--- src/rtl/pearson_nonce_miner.sv ---
// pearson_nonce_miner: drives a Pearson hash core over nonces until hash <= target, exhaustion or timeout.
// Optional macro PEARSON_MINER_ATTEMPTS_EN adds a saturating attempts counter output.
`default_nettype none

module pearson_nonce_miner #(
  parameter logic [31:0] MAX_NONCE    = 32'hFFFF_FFFF,
  parameter int          CLEAR_CYCLES = 2,
  parameter int          TIMEOUT      = 64
) (
  input  logic        clock,
  input  logic        reset_n,
  input  logic        start,
  input  logic [31:0] header,
  input  logic [31:0] nonce_init,
  input  logic [7:0]  target,
  input  logic [7:0]  hash_in,
  input  logic        hash_finished,
  output logic [63:0] hash_message,
  output logic        hash_enable,
  output logic        hash_reset_n,
  output logic        busy,
  output logic        done,
  output logic        found,
  output logic        timeout_err,
  output logic [31:0] nonce_out,
`ifdef PEARSON_MINER_ATTEMPTS_EN
  output logic [31:0] attempts,
`endif
  output logic [7:0]  hash_out
);

  localparam logic [2:0] IDLE  = 3'd0;
  localparam logic [2:0] CLEAR = 3'd1;
  localparam logic [2:0] RUN   = 3'd2;
  localparam logic [2:0] CHECK = 3'd3;
  localparam logic [2:0] DONE  = 3'd4;

  localparam int CW = (CLEAR_CYCLES < 2) ? 1 : $clog2(CLEAR_CYCLES + 1);
  localparam int TW = (TIMEOUT < 2) ? 1 : $clog2(TIMEOUT + 1);
  localparam logic [CW-1:0] c_CLR_LOAD = CW'(CLEAR_CYCLES - 1);
  localparam logic [TW-1:0] c_TO_LAST  = TW'(TIMEOUT - 1);

  logic [2:0]    r_state;
  logic [CW-1:0] r_clr_cnt;
  logic [TW-1:0] r_timer;
  logic [31:0]   r_header_q;
  logic [31:0]   r_nonce_q;
  logic [7:0]    r_target_q;
  logic [7:0]    r_hash_q;
  logic          r_found;
  logic          r_timeout;
  logic [31:0]   r_nonce_out;
  logic [7:0]    r_hash_out;
  logic          w_start_ok;

  assign w_start_ok = start && ((r_state == IDLE) || (r_state == DONE));

  always_ff @(posedge clock) begin
    if (!reset_n) begin
      r_state     <= IDLE;
      r_clr_cnt   <= '0;
      r_timer     <= '0;
      r_header_q  <= '0;
      r_nonce_q   <= '0;
      r_target_q  <= '0;
      r_hash_q    <= '0;
      r_found     <= 1'b0;
      r_timeout   <= 1'b0;
      r_nonce_out <= '0;
      r_hash_out  <= '0;
    end else begin
      case (r_state)
        IDLE, DONE: begin
          if (w_start_ok) begin
            r_header_q <= header;
            r_nonce_q  <= nonce_init;
            r_target_q <= target;
            r_hash_q   <= '0;
            r_found    <= 1'b0;
            r_timeout  <= 1'b0;
            r_clr_cnt  <= c_CLR_LOAD;
            r_state    <= CLEAR;
          end
        end
        CLEAR: begin
          if (r_clr_cnt == '0) begin
            r_timer <= '0;
            r_state <= RUN;
          end else begin
            r_clr_cnt <= r_clr_cnt - 1'b1;
          end
        end
        RUN: begin
          // A finish on the expiring cycle wins over the timeout.
          if (hash_finished) begin
            r_hash_q <= hash_in;
            r_state  <= CHECK;
          end else if (r_timer == c_TO_LAST) begin
            r_timeout   <= 1'b1;
            r_found     <= 1'b0;
            r_nonce_out <= r_nonce_q;
            r_hash_out  <= r_hash_q;
            r_state     <= DONE;
          end else begin
            r_timer <= r_timer + 1'b1;
          end
        end
        CHECK: begin
          // >= also stops a run whose first nonce already lies beyond MAX_NONCE.
          if (r_hash_q <= r_target_q) begin
            r_found     <= 1'b1;
            r_nonce_out <= r_nonce_q;
            r_hash_out  <= r_hash_q;
            r_state     <= DONE;
          end else if (r_nonce_q >= MAX_NONCE) begin
            r_found     <= 1'b0;
            r_nonce_out <= r_nonce_q;
            r_hash_out  <= r_hash_q;
            r_state     <= DONE;
          end else begin
            r_nonce_q <= r_nonce_q + 32'd1;
            r_clr_cnt <= c_CLR_LOAD;
            r_state   <= CLEAR;
          end
        end
        default: r_state <= IDLE;
      endcase
    end
  end

`ifdef PEARSON_MINER_ATTEMPTS_EN
  logic [31:0] r_attempts;

  always_ff @(posedge clock) begin
    if (!reset_n) begin
      r_attempts <= '0;
    end else if (w_start_ok) begin
      r_attempts <= '0;
    end else if ((r_state == RUN) && hash_finished && (r_attempts != 32'hFFFF_FFFF)) begin
      r_attempts <= r_attempts + 32'd1;
    end
  end

  assign attempts = r_attempts;
`endif

  assign hash_message = {r_header_q, r_nonce_q};
  assign hash_enable  = (r_state == RUN);
  assign hash_reset_n = (r_state == RUN) || (r_state == CHECK);
  assign busy         = (r_state != IDLE) && (r_state != DONE);
  assign done         = (r_state == DONE);
  assign found        = r_found;
  assign timeout_err  = r_timeout;
  assign nonce_out    = r_nonce_out;
  assign hash_out     = r_hash_out;

endmodule

`default_nettype wire
--- config.mk ---
export PLATFORM = sky130hd
export DESIGN_NAME = pearson_nonce_miner
export DESIGN_NICKNAME = d
export VERILOG_FILES = /design/src/rtl/pearson_nonce_miner.sv
export SDC_FILE = /design/constraint.sdc
export NUM_CORES = 1
export LEC_CHECK = 0
export CAP_MARGIN = 25
export CORE_UTILIZATION = 46
export CTS_CLUSTER_SIZE = 16
export DETAILED_ROUTE_END_ITERATION = 8
export GPL_TIMING_DRIVEN = 1
export MAX_ROUTING_LAYER = met4
export PLACE_DENSITY = 0.82
export SKIP_CTS_REPAIR_TIMING = 1
export SLEW_MARGIN = 20
export SYNTH_ARGS = -nofsm -noshare
export SYNTH_HDL_FRONTEND = slang
export SYNTH_SLANG_ARGS = --single-unit
--- constraint.sdc ---
create_clock -name clock -period 3.14 [get_ports clock]
set_input_delay 0.628 -clock clock [delete_from_list [all_inputs] [get_ports clock]]
set_output_delay 0.628 -clock clock [all_outputs]
set_load 0.1 [all_outputs]
Word level (Yosys, flattened, before mapping):

Index checks and enable logic that the tools add are counted.

* bits of input ports: 84
* register bits after elaboration: 134
* output and inout bits: 110
* word-level logic and storage cells: 98

* add/subtract/negate cells: 3
* magnitude comparators: 2
* reductions and logical operators: 23
* multiplexer cells: 42
* eq/ne operators: 17

Operators by type and width (number)
* $mux 32: 7
* $pmux 32 s2: 2
* $mux 8: 6
* $add 32x1->32 const B: 1
* $ge 32x32->1 const B: 1
* $pmux 8 s2: 2
* $mux 7: 3
* $mux 3: 6
* $ne 2x2->1 const B: 8
* $reduce_and 4->1: 4
* $pmux 7 s2: 1
* $pmux 3 s4: 1
* $reduce_and 5->1: 2
* $reduce_bool 3->1: 3
* $le 8x8->1: 1
* $mux 2: 4
* $reduce_bool 2->1: 4
* $add 7x1->7 const B: 1
* $eq 7x6->1 const B: 1
* $mux 1: 7
* $eq 3x2->1 const B: 2
* $ne 3x3->1 const B: 2
* $pmux 2 s3: 1
* $reduce_and 3->1: 2
* other kinds (13): 15

Longest topological paths before layout:

Gate-level depths: netlist (run 1).

* depth in word-level cells: 5
* mapped depth: 11
* depth with buffers taken out: 9

Worst setup path after synthesis (run 1):

OpenSTA, ideal clock, no wires.

* path type: flip-flop to flip-flop
* start: register r_nonce_q[0]
* end: register r_state[0]
* period minus slack after synthesis: 3.069 ns
* slack: 0.071 ns
* library setup time: 0.115 ns
* required time: 3.025 ns
* buffers on the path: 1
* arrival: 2.955 ns
* cell stages (with the launch flop): 10
* cells stage by stage: dfxtp_1 -> ha_1 -> and3_1 -> nand2b_1 -> nor4_4 -> nand2b_4 -> and2_4 -> buf_6 -> o32a_1 -> o21a_1

* longest elaborated chain between the ends: 4

Ends and longest elaborated chain
* start: declaration: RTL line 47 `logic [31:0] r_nonce_q;`
* start signal: assignment: RTL line 76 `r_nonce_q <= nonce_init;`
* start signal: assignment: RTL line 121 `r_nonce_q <= r_nonce_q + 32'd1;`
* $ge 32x32->1: RTL line 115 `end else if (r_nonce_q >= MAX_NONCE) begin`
* $mux 3: RTL line 115
* $mux 3: RTL line 110 `if (r_hash_q <= r_target_q) begin`
* $pmux 3 s4: RTL line 72 `case (r_state)`
* end signal: assignment: RTL line 114 `r_state <= DONE;`
* end signal: assignment: RTL line 119 `r_state <= DONE;`
* end signal: assignment: RTL line 123 `r_state <= CLEAR;`
* end: declaration: RTL line 43 `logic [2:0] r_state;`

Every way passes these cells.
A chain may end at the register's enable or synchronous reset.

Final worst setup path (run 1):

* start: register r_nonce_q[0]
* end: register r_nonce_q[13]

* longest elaborated chain between the ends: 4
* elaborated cells between the ends (all ways): 7
* those cells by class: add/sub: 1; order compare: 1; eq/ne: 1; mux: 3; reduce/logical: 1

Ends and longest elaborated chain (RTL line)
* $add 32x1->32: 121
* $mux 32: 115
* $mux 32: 110
* $pmux 32 s2: 72

Several ways; a longest one is shown, not always the timed one. The select of a mux whose other input is x is not followed.

==> impl_metrics.ini, run 1 <==
[status]
outcome = completed

[sta]
setup_violations = 0
rsz0062_at_grt = no
fin_crit_sh_pct = 87.3
max_freq_mhz = 365
worstMarginPinSlew_ns = 0.564
drv_slew = 0
final_hold_viol_count = 0
setup_ws_ns = 0.398
finalClockSkew_ns = 0.00701
fin_crit_ns = 2.74
setup_tns_ns = 0
maxSlewHeadroom_pct = 62.1

[global_routing]
grt_pass1_vias = 5551
grt.total_usage_pct = 26.4
antenna_found_initial = 0
grt_pass1_wl_um = 27100
grt_max_degree = 62
overflow = 0

[synthesis]
synthFlopType = dfxtp_1
yosys_warnings = 0
yosys.cell_count.top_type = nand2_1
syn_inst = 788
syn_area_um2 = 6090
synth_common_cells = 189 x nand2_1, 134 x dfxtp_1, 93 x a21oi_1
yosysUniqueCellTypes = 63
ys_async_sr_fraction_pct = 0
synth_nets = 883
yosysTopAreaCellShare_pct = 44.1
ys_seq_elements = 134
synth_edf_count = 0
synth_area_leaders = dfxtp_1 44%, nand2_1 12%, a21oi_1 7.6%, nand3_1 5.0%, o21ai_0 4.4%
synth-seq-area-share_pct = 44.1
postSynthAreaPerCell_um2 = 7.72
synth_top_area_cell = dfxtp_1

[pwr]
powerDensity_nw_per_um2 = 823
vdd.ir_drop.worst_v = 0.000497
intPower_uw = 3910
combPwrFrac_pct = 41.0
clkPwrFrac_pct = 28.6
leakagePower_uw = 0.00337
p_switching_uw = 3090
switching_share_pct = 44.2
seq_power_share_pct = 30.5

[layout]
final_nets = 1059
seq_area_um2 = 2680
fin_cells = 1149
multiInputGateArea_um2 = 3150
drive_above_1_share_pct = 18.1
fill_cells = 1075
areaGrowthSynthToFinish_pct = 39.8
antenna_cells = 0

[critical_path]
worst-path-buf-inv = 1
critical_path.cell_chain = ha_1 > and3_1 > nand2b_1 > nor4_4 > nand2b_4 > a21oi_4 > buf_4 > a211o_1 > o2111a_1
worst-path-max-fanout = 15
start_kind = flop
required_ns = 3.50
worstPathArrival_ns = 3.10
cp-end-kind = flop
slowest_stage = nor4_4
critPathKind = flop to flop
slowest_delay_ns = 0.47
cp_top_family = simple AND/OR/NAND/NOR gates

[drt]
wirelength_um = 17400
drt_iter0_markers = 474
post_drt_wl_per_cell_um = 15.1
detail-route-antenna-nets = 0
routed_via_density = 5.51
drt_pre_antenna_iters = 7
drc = 0
num_vias = 6326

[hold_path]
hp-class = flop to flop

[placed_design]
dp_slack_ns = 0.405
dp.cells = 1117
portBuffers = 193
gp_congestion = 0.886
place_hpwl_um = 12000

[cts]
cts_buffers = 17
clk_latency_ns = 0.41
cts_tree = yes
cts_root_buf = clkbuf_16
cts_buffer_depth = 2
numClockSinks = 134
clk_pin_slew_ns = 0.06
h-tree-depth = 4

[die]
rows = 41
die_y_um = 117
die-area_um2 = 13700
coreArea_um2 = 12800
initial_core_util_pct = 47.6
pin_count = 194
die_x_um = 117

[run]
cap_violations = 0
==> routing by layer <==
| metal | track usage [%] | vias up | part of all wire [%] |
|---|---|---|---|
| met1 | 32.4 | 2923 | 44 |
| met3 | 4.63 | 32 | 6.0 |
| li1 | - | 3134 | - |
| met5 | - | - | 0 |
| met4 | 11.6 | 0 | 2.3 |
| met2 | 42.5 | 237 | 48 |
==> per-stage QoR <==
| step | total power, uW | hold WS [ns] | util, % | area, um2 |
|---|---|---|---|---|
| 2_1_floorplan | 4300 | 0.426 | - | 6090 |
| 3_3_place_gp | 5000 | 0.438 | 62.0 | 7910 |
| 4_1_cts | 7040 | 0.455 | 66.6 | 8510 |
| 6_report | 7000 | 0.453 | 66.6 | 8510 |
| 5_1_grt | 7300 | 0.472 | 66.6 | 8510 |
| 3_5_place_dp | 5030 | 0.447 | 62.0 | 7910 |
==> path summary, 6_finish.rpt <==
| path | startpoint | end | slack, ns | depth (start not counted) |
|---|---|---|---|---|
| worst min-delay path | r_target_q[2] | r_target_q[2] | 0.45 | 2 |
| worst max-delay path | r_nonce_q[0] | r_nonce_q[13] | 0.40 | 9 |
| worst min register to register | r_target_q[2] | r_target_q[2] | 0.45 | 2 |
| worst max register to register | r_nonce_q[0] | r_nonce_q[13] | 0.40 | 9 |
==> worst register-to-register path: cells and delay by family, from the launching register on <==
kind / cells / cell delay (ns)
flops: 1 / 0.41
fa+ha+maj: 1 / 0.22
simple gates: 4 / 1.08
compound gates: 3 / 0.71
buf+inv: 1 / 0.28
==> cell usage in the layout, fill, tap and decap left out, types with 4 or more instances in the layout <==
cell type	instances
a211oi_1	5
a21oi_1	93
a31oi_1	8
and2_1	4
and3_1	7
buf_4	126
clkbuf_1	4
clkbuf_16	17
clkdlybuf4s50_1	82
clkinv_2	4
dfxtp_1	134
ha_1	11
inv_1	15
mux2i_1	5
nand2_1	188
nand2b_1	5
nand3_1	61
nand4_1	7
nor2_1	32
nor3_1	22
o21a_1	5
o21ai_0	54
o221a_2	4
o22ai_1	4
o32ai_1	5
or3_1	4
xor2_1	4
==> state kept, by name, indices dropped and copies added (netlist names) <==
register,cells
timeout_err,1
r_nonce_q,32
found,1
r_clr_cnt,2
r_target_q,8
nonce_out,32
r_header_q,32
r_state,3
r_hash_q,8
r_timer,7
hash_out,8
==> cell type report <==
class / count / area share [%]
multi-input combinational: 585 / 37.0
tap: 172 / 2.53
timing repair buffer: 210 / 21.2
clock inverter: 9 / 1.47
inverter: 16 / 0.706
sequential: 134 / 31.5
clock buffer: 23 / 5.50
==> power by group through the flow <==
| stage | logic [uW] | clock network (uW) | registers (uW) |
|---|---|---|---|
| floorplan | 998 | 0 | 3300 |
| global placement | 2850 | 0 | 2150 |
| detailed placement | 2870 | 0 | 2160 |
| CTS | 2880 | 2040 | 2130 |
| global route | 3030 | 2110 | 2160 |
| finish | 2870 | 2000 | 2130 |
==> cell families (layout without fill, tap and decap cells) <==
kind of cell / after synthesis / count (layout) / share of synthesized area (%)
xor+xnor: 4 / 4 / 0.576
simple gates: 354 / 354 / 26.9
buf+inv: 69 / 258 / 4.46
mux: 7 / 7 / 1.19
fa+ha+maj: 11 / 11 / 2.26
compound gates: 209 / 209 / 20.5
flops: 134 / 134 / 44.1
Power figures use the tool's default switching activity.
==> run 2: changes to the inputs <==
- CORE_UTILIZATION: 46 -> 47
- PLACE_DENSITY: 0.82 -> 0.83
==> run 2 against run 1 <==
Final cell count barely moved. Via count fell by 0.38%. Global-route usage grew 1.6 points. Core utilization up 1.1 points. Design area increased by 0.49%. Sequential cell count unchanged. Sequential power hardly changed. Register-to-register slack is essentially flat. Routed wire length increased by 2.4%. Setup slack worse by 0.0070 ns. Clock skew increased by 0.0032 ns. Critical endpoint is now r_nonce_q[17].
==> impl_metrics.ini, run 2 (same netlist as run 1, synthesis figures left out) <==
[pwr]
powerDensity_nw_per_um2 = 839
p_switching_uw = 3150
clkPwrFrac_pct = 30.1
leakagePower_uw = 0.00339
combPwrFrac_pct = 40.1
vdd.ir_drop.worst_v = 0.000512
seq_power_share_pct = 29.8
intPower_uw = 4020
switching_share_pct = 44.0

[global_routing]
antenna_found_initial = 0
use_met3_pct = 6.69
grt_pass1_vias = 5786
grt_pass1_wl_um = 28400
grt_use_met2_pct = 44.7
grt_max_degree = 62
busiest_layer = met2
grt.total_usage_pct = 28.0
overflow = 0
grt_use_met1_pct = 33.8

[layout]
areaGrowthSynthToFinish_pct = 40.5
finalCoreUtilization_pct = 67.7
final_common_cell = nand2_1
final_nets = 1058
drive_above_1_share_pct = 18.3
fill_cells = 1089
antenna_cells = 0
fin_cells = 1148
layout_common_cells = 188 x nand2_1, 134 x dfxtp_1, 125 x buf_4
seq_area_um2 = 2680
multiInputGateArea_um2 = 3150
final_area_um2 = 8550

[status]
outcome = completed

[hold_path]
min_to = r_timer[6]
hp-class = flop to flop
hold_path.startpoint = r_timer[6]
hold_depth = 2

[die]
initial_core_util_pct = 48.2
coreArea_um2 = 12600
die-area_um2 = 13400
die_x_um = 116
rows = 41
die_y_um = 116
pin_count = 194

[placed_design]
gp_congestion = 0.868
dp_slack_ns = 0.437
place_area_um2 = 7910
place_hpwl_um = 12000
portBuffers = 193
dp.cells = 1116

[cts]
cts_buffers = 17
cts_tree = yes
numClockSinks = 134
cts_root_buf = clkbuf_16
h-tree-depth = 4
clk_latency_ns = 0.43
clk_pin_slew_ns = 0.06
cts_buffer_depth = 2

[sta]
drv_slew = 0
fin_crit_sh_pct = 87.5
rsz0062_at_grt = no
fin_crit_ns = 2.75
setup_ws_ns = 0.391
maxSlewHeadroom_pct = 59.0
finalClockSkew_ns = 0.0102
setup_tns_ns = 0
max_freq_mhz = 364
setup_violations = 0
final_hold_viol_count = 0
worstMarginPinSlew_ns = 0.615

[critical_path]
critical_path.cell_chain = ha_1 > and3_1 > nand2b_1 > nor4_4 > nand2b_4 > a21oi_4 > buf_4 > a21oi_1 > o221a_2
cp-end-kind = flop
worstPathArrival_ns = 3.06
required_ns = 3.45
slowest_delay_ns = 0.46
path_depth = 9
critPathKind = flop to flop
worst-path-max-fanout = 16
cp_top_family = simple AND/OR/NAND/NOR gates
slowest_stage = nor4_4
rrSetupSlack_ns = 0.39
worstRegToRegCells = 9
start_kind = flop
worst-path-buf-inv = 1
reg2reg_to = r_nonce_q[17]
r2r_start = r_nonce_q[0]

[drt]
post_drt_wl_per_cell_um = 15.5
num_vias = 6302
routed_via_density = 5.49
drt_pre_antenna_iters = 5
drc = 0
wirelength_um = 17800
drt_iter0_markers = 458
detail-route-antenna-nets = 0

[run]
cap_violations = 0
==> run 2: changes by cell type in the layout (fill, tap and decap cells not counted) <==
cell / change
clkbuf_1: -3
clkinv_2: -2
clkinv_4: +2
buf_4: -1
bufinv_16: +1
clkbuf_8: +1
inv_6: +1
==> run 2: cell type report <==
| class | count | share of cell area [%] |
|---|---|---|
| multi-input combinational | 585 | 36.8 |
| sequential | 134 | 31.4 |
| timing repair buffer | 209 | 21.0 |
| clock buffer | 21 | 5.50 |
| tap | 172 | 2.52 |
| clock inverter | 11 | 2.01 |
| inverter | 16 | 0.703 |
==> run 2: worst max-delay path by stage <==
stage	startpoint	to	slack, ns
2_1_floorplan	r_nonce_q[0]	r_state[0]	0.07
3_3_place_gp	r_nonce_q[0]	r_nonce_q[17]	0.52
3_5_place_dp	r_nonce_q[0]	r_nonce_q[17]	0.44
4_1_cts	r_nonce_q[0]	r_nonce_q[17]	0.42
5_1_grt	r_nonce_q[0]	r_nonce_q[8]	0.24
6_report	r_nonce_q[0]	r_nonce_q[17]	0.39
==> run 2: worst register-to-register path: cells and delay by family, from the launching register on <==
family / cells / cell delay (ns)
fa+ha+maj: 1 / 0.21
buf+inv: 1 / 0.30
flops: 1 / 0.42
compound gates: 3 / 0.64
simple gates: 4 / 1.07
==> run 2: layer usage <==
layer,share of wire [%],wire (um),up-vias
li1,-,-,3121
met1,42,7390,2918
met2,49,8660,232
met3,7.7,1370,31
met4,2.1,382,0
met5,0,0,-
==> run 2: through the flow <==
stage | hold slack [ns] | power (uW)
2_1_floorplan | 0.426 | 4300
3_3_place_gp | 0.437 | 4990
3_5_place_dp | 0.442 | 5030
4_1_cts | 0.451 | 7190
5_1_grt | 0.476 | 7460
6_report | 0.451 | 7170
==> run 2: power groups by stage <==
| stage | Sequential, uW | Clock (uW) | Combinational (uW) |
|---|---|---|---|
| 4_1_cts | 2130 | 2180 | 2870 |
| 2_1_floorplan | 3300 | 0 | 998 |
| 5_1_grt | 2170 | 2250 | 3040 |
| 6_report | 2140 | 2160 | 2870 |
| 3_5_place_dp | 2160 | 0 | 2870 |
| 3_3_place_gp | 2160 | 0 | 2840 |
==> run 3: changes to the inputs <==
- TNS_END_PERCENT: unset -> 5
==> results of run 3 <==
Same layout as run 2: the final DEF is identical, and so are final timing and power.
